<file path="config.mk">
export PLATFORM = sky130hd
export DESIGN_NAME = sum_group_accumulator
export DESIGN_NICKNAME = d
export VERILOG_FILES = /design/src/rtl/sum_group_accumulator.sv
export SDC_FILE = /design/constraint.sdc
export NUM_CORES = 1
export LEC_CHECK = 0
export CORE_MARGIN = 8
export CORE_UTILIZATION = 45
export CTS_CLUSTER_DIAMETER = 150
export DETAILED_ROUTE_END_ITERATION = 10
export PLACE_DENSITY = 0.77
export SETUP_SLACK_MARGIN = 0.4
export SLEW_MARGIN = 10
export SYNTH_ARGS = -nofsm -noshare
export SYNTH_HDL_FRONTEND = slang
export SYNTH_SLANG_ARGS = --single-unit
</file>
<file path="constraint.sdc">
create_clock -name clk -period 2.3 [get_ports clk]
set_input_delay 0.345 -clock clk [delete_from_list [all_inputs] [get_ports clk]]
set_output_delay 0.345 -clock clk [all_outputs]
set_load 0.01 [all_outputs]
</file>
<file path="src/rtl/sum_group_accumulator.sv">
// Reduces a stream of sums to one registered total per group of n_items consecutive sums.
// Optional SUM_GROUP_ACC_LAST_EN adds up_last (early group close) and down_cnt (items in group).
module sum_group_accumulator #(
  parameter int unsigned in_width  = 9,
  parameter int unsigned n_items   = 4,  // legal range 2..256
  parameter int unsigned out_width = in_width + $clog2(n_items)
) (
  input  logic                          clk,
  input  logic                          rst,
  input  logic                          up_vld,
  output logic                          up_rdy,
  input  logic [in_width-1:0]           up_data,
`ifdef SUM_GROUP_ACC_LAST_EN
  input  logic                          up_last,
  output logic [$clog2(n_items+1)-1:0]  down_cnt,
`endif
  output logic                          down_vld,
  input  logic                          down_rdy,
  output logic [out_width-1:0]          down_data
);

  localparam int unsigned CntW  = ($clog2(n_items) > 1) ? $clog2(n_items) : 1;
  localparam int unsigned DCntW = $clog2(n_items + 1);
  localparam logic [CntW-1:0] LastIdx = CntW'(n_items - 1);

  typedef enum logic [0:0] {StAccum, StHold} state_e;

  state_e               state_q, state_d;
  logic [out_width-1:0] acc_q, acc_d;
  logic [out_width-1:0] total_q, total_d;
  logic [CntW-1:0]      cnt_q, cnt_d;
  logic [DCntW-1:0]     dcnt_q, dcnt_d;
  logic [out_width-1:0] sum;
  logic                 up_fire;
  logic                 close_grp;

  // The only combinational path to an output is down_rdy -> up_rdy.
  assign up_rdy    = (state_q == StAccum) | down_rdy;
  assign up_fire   = up_vld & up_rdy;
  assign sum       = acc_q + out_width'(up_data);
  assign down_vld  = (state_q == StHold);
  assign down_data = total_q;

`ifdef SUM_GROUP_ACC_LAST_EN
  assign close_grp = (cnt_q == LastIdx) | up_last;
  assign down_cnt  = dcnt_q;
`else
  assign close_grp = (cnt_q == LastIdx);
`endif

  always_comb begin
    state_d = state_q;
    acc_d   = acc_q;
    cnt_d   = cnt_q;
    total_d = total_q;
    dcnt_d  = dcnt_q;
    // acc/cnt are cleared when a group closes, so a sum accepted in StHold
    // naturally lands as item 0 of the next group.
    if (up_fire) begin
      if (close_grp) begin
        total_d = sum;
        dcnt_d  = DCntW'(cnt_q) + DCntW'(1);
        acc_d   = '0;
        cnt_d   = '0;
        state_d = StHold;
      end else begin
        acc_d   = sum;
        cnt_d   = cnt_q + CntW'(1);
        state_d = StAccum;
      end
    end else if ((state_q == StHold) && down_rdy) begin
      state_d = StAccum;
    end
  end

  always_ff @(posedge clk) begin
    if (rst) begin
      state_q <= StAccum;
      acc_q   <= '0;
      cnt_q   <= '0;
      total_q <= '0;
      dcnt_q  <= '0;
    end else begin
      state_q <= state_d;
      acc_q   <= acc_d;
      cnt_q   <= cnt_d;
      total_q <= total_d;
      dcnt_q  <= dcnt_d;
    end
  end

endmodule

</file>
**Word level (Yosys, flattened, before mapping)**

Cells that the tools add are included.

- $add $sub $neg: 2
- Eq/ne operators: 1
- Multiplexer cells: 5
- Bitwise operators: 3
- Reductions and logical operators: 3

Operator list:

| operator | count |
|---|---|
| $add 11x9->11 | 1 |
| $mux 11 | 1 |
| $mux 1 | 3 |
| $add 2x1->2 const B | 1 |
| $eq 2x2->1 const B | 1 |
| $mux 2 | 1 |
| $reduce_and 2->1 | 1 |
| $reduce_bool 2->1 | 1 |
| $and 1x1->1 | 1 |
| $logic_and 1x1->1 | 1 |
| $not 1->1 | 1 |
| $or 1x1->1 | 1 |

- Register bits after elaboration: 25
- Output and inout bits: 13

**Longest topological paths before layout**

- Word-level depth: 4
- Mapped depth: 8
- Mapped depth without buffers: 8

**Worst setup path after synthesis**

OpenSTA, ideal clock, no wires.

- Path type: in2reg
- Start point: input port up_data[0]
- End point: register total_q[8], in the netlist down_data[8]
- Arrival time: 1.648 ns
- Slack: 0.525 ns
- Cell stages on the path: 8
- Path buffers: 0
- Cells stage by stage: ha_1 > inv_1 > fa_1 > nor2b_4 > o21ai_4 > a211oi_2 > or4_1 > nand3_1

- Word-level cells in the longest chain between the ends: 1

RTL lines:

| element | RTL line | text |
|---|---|---|
| start: declaration | 12 | `input logic [in_width-1:0] up_data,` |
| $add 11x9->11 | 40 | `assign sum = acc_q + out_width'(up_data);` |
| end signal: assignment | 87 | `total_q <= total_d;` |
| end: declaration | 30 | `logic [out_width-1:0] total_q, total_d;` |

No other way between the ends.
A chain may end at the register's enable or synchronous reset.

**Worst setup path after layout**

- Start point: input port up_data[5]
- End point: register total_q[10], in the netlist down_data[10]

The elaborated chain is that of the path after synthesis.

==> metrics.csv <==
stage,metric,value,unit
floorplanning,start_util,0.471,
setup_path,worstPathArrival,2140,ps
global_routing,antenna_found_initial,0,
clock_network,cts_buffers,3,
sta,finalSetupTns,0,ps
global_routing,grt_max_degree,17,
floorplanning,die_w,75.1,um
pwr,power_density,527,nW/um2
worst_hold_path,min_from,down_data[0],
detailed_routing,drc,0,
place,port_buffers,25,
detailed_routing,vias,1556,
setup_path,crit_fanout,6,
floorplanning,ios,26,
finish,drive_gt1_frac,0.202,
global_routing,grt_pass1_vias,1454,
clock_network,cts_tree,done,
synth,synth_top_cell_area_share,0.319,
detailed_routing,vias_per_cell,5.68,
synth,netlist_area,1570,um2
sta,hold_violations,0,
pwr,leakagePower,0.783,nW
pwr,p_total,1.09,mW
setup_path,path_cells,"clkdlybuf4s50_1, ha_1, buf_4, nand2_1, a211oi_4, or4_4, nand3_2",
synth,ys_top_cells_by_area,"dfxtp_1, ha_1, a21oi_1",
run,drv_cap,0,
setup_path,reg2regPathDepth,8,
sta,slew_headroom,0.719,
clock_network,clockBufferDepth,2,
finish,final_cell_mix,"dfxtp_1, clkdlybuf4s50_1, nand2_1, buf_4, nand3_1",
setup_path,required,2580,ps
setup_path,start_kind,primary input,
pwr,ir_worst_vdd,540,uV
setup_path,slowest_stage,or4_4,
floorplanning,core_area,3340,um2
global_routing,grt_overflow,0,
synth,syn_avg_cell_area,8.01,um2
status,status,completed,
synth,ys.flop_type,dfxtp_1,
place,post_dp_cell_area,1920,um2
worst_hold_path,min_to,down_data[0],
setup_path,r2r_slack,460,ps
floorplanning,die_y,75.1,um
detailed_routing,routed_wirelength,3.87,mm
detailed_routing,drt_first_iter_violations,150,
setup_path,reg2reg_to,down_data[10],
clock_network,clkSinkCount,25,
synth,yosysTopAreaCell,dfxtp_1,
clock_network,h-tree-depth,1,
setup_path,end_kind,flip-flop,
finish,antenna_cells,0,
floorplanning,die-area,5640,um2
finish,seqCellArea,502,um2
synth,async_reset_ff_frac,0,
detailed_routing,final_antenna_net_count,0,
setup_path,critical_path.max_stage_delay,520,ps
worst_hold_path,whs_path_depth,2,
sta,rsz0062_at_grt,true,
sta,tightest_slew,421,ps
floorplanning,fp-row-count,21,
detailed_routing,wire_per_inst,14.1,um
sta,slew_viol_final,0,
synth,synth_nets,220,
global_routing,grt_pass1_wl,6.33,mm
synth,synth-seq-area-share,0.319,
finish,layout_commonest_cell,dfxtp_1,
finish,area_delta_synth_final,31.6,%
finish,n_fill_cell,287,
synth,synthDistinctLibCells,46,
place,dp_cells,269,
finish,final_cells,274,
place,dp_hpwl,2.80,mm
clock_network,clk_pin_slew,140,ps
sta,max_freq,536,MHz
finish,multiInputGateArea,1070,um2
sta,report.final.setup_viol,0,
synth,synth-edff-count,0,
synth,ys_warn_count,0,
detailed_routing,drt_first_pass_iters,4,
synth,ys_ff_latch,25,
place,gp_congestion,0.841,
finish,design_area,2070,um2
synth,syn-instance-count,196,
sta,finalCritPeriodShare,0.812,
sta,post-route-min-period,1870,ps
setup_path,path_class,in2reg,
clock_network,clockRootBuffer,clkbuf_4,
sta,fin_skew,2.70,ps
setup_path,r2r_start,acc_q[0],
finish,nNetsFinal,253,
global_routing,grt_usage,0.139,
worst_hold_path,min_path_type,reg2reg,
clock_network,worstSkewPairLatency,320,ps
==> stage by stage <==
stage	hold WS [ps]	util	worst slack (ps)
2_1_floorplan	440	-	525
3_3_place_gp	447	0.576	-22.4
3_5_place_dp	450	0.576	-86.1
4_1_cts	470	0.595	395
5_1_grt	495	0.619	367
6_report	466	0.619	433
==> where the power goes <==
part	switching, mW	leakage, nW	internal (mW)
combinational	0.199	0.565	0.180
clock	0.139	0.0139	0.0665
sequential	0.0341	0.204	0.470
==> what timing repair did <==
| action | in CTS | in global routing |
|---|---|---|
| setup endpoints to repair | 11 | 9 |
| hold buffers | 0 | 0 |
| buffers inserted | 1 | 0 |
| pin swaps | 6 | 9 |
| gates resized for setup | 8 | 17 |
| cloned | 0 | 0 |
==> final cells by class <==
cell class / count / share of cell area
clock buffer: 3 / 0.0109
inverter: 7 / 0.0127
timing repair buffer: 42 / 0.183
clock inverter: 1 / 0.00363
sequential: 25 / 0.243
multi-input combinational: 150 / 0.519
tap: 46 / 0.0278
==> logic make-up (layout without fill, tap and decap cells) <==
| family | Yosys count | in the layout | share of synthesized area |
|---|---|---|---|
| flops | 25 | 25 | 0.319 |
| buf+inv | 21 | 53 | 0.0653 |
| fa+ha+maj | 11 | 11 | 0.0924 |
| simple gates | 86 | 86 | 0.296 |
| compound gates | 51 | 51 | 0.216 |
| xor+xnor | 2 | 2 | 0.0112 |
==> sequential cells by signal, indices dropped and copies added, names as in the netlist <==
signal,count
acc_q,11
cnt_q,2
down_data,11
down_vld,1
==> routing by layer <==
metal	vias to the layer above	global-route usage	part of all wire
met2	47	0.229	0.47
met1	714	0.180	0.46
met4	0	0.0261	0.0080
met3	4	0.0320	0.058
li1	791	-	-
met5	-	0	0
==> synthesized netlist by cell type (all sizes together), types with 2 or more instances <==
cell	number
nand2b	5
a21oi	20
buf	10
nor4	6
nor2	11
or3	3
nor4b	2
o311ai	2
dfxtp	25
nand3	19
clkbuf	4
a32oi	2
ha	10
nand2	17
a31oi	2
o21ai	13
nand4	2
or4	6
a21o	3
a211oi	3
inv	7
nor3	7
==> worst max-delay path, delay by kind of cell <==
family	cells	cell delay, ps
AOI/OAI and AO/OA	1	90
adders and majority gates	1	330
buffers and inverters	2	570
and+or+nand+nor	3	810
==> how the worst max path moves through the flow <==
stage                          to  slack (ps)       start
CTS                     acc_q[10]         400  up_data[7]
floorplan            down_data[8]         520  up_data[0]
global placement     down_data[8]         -20  up_data[0]
global route        down_data[10]         370    acc_q[0]
finish              down_data[10]         430  up_data[5]
detailed placement      acc_q[10]         -90  up_data[0]
Note: power is estimated with default switching activity, not from simulation.
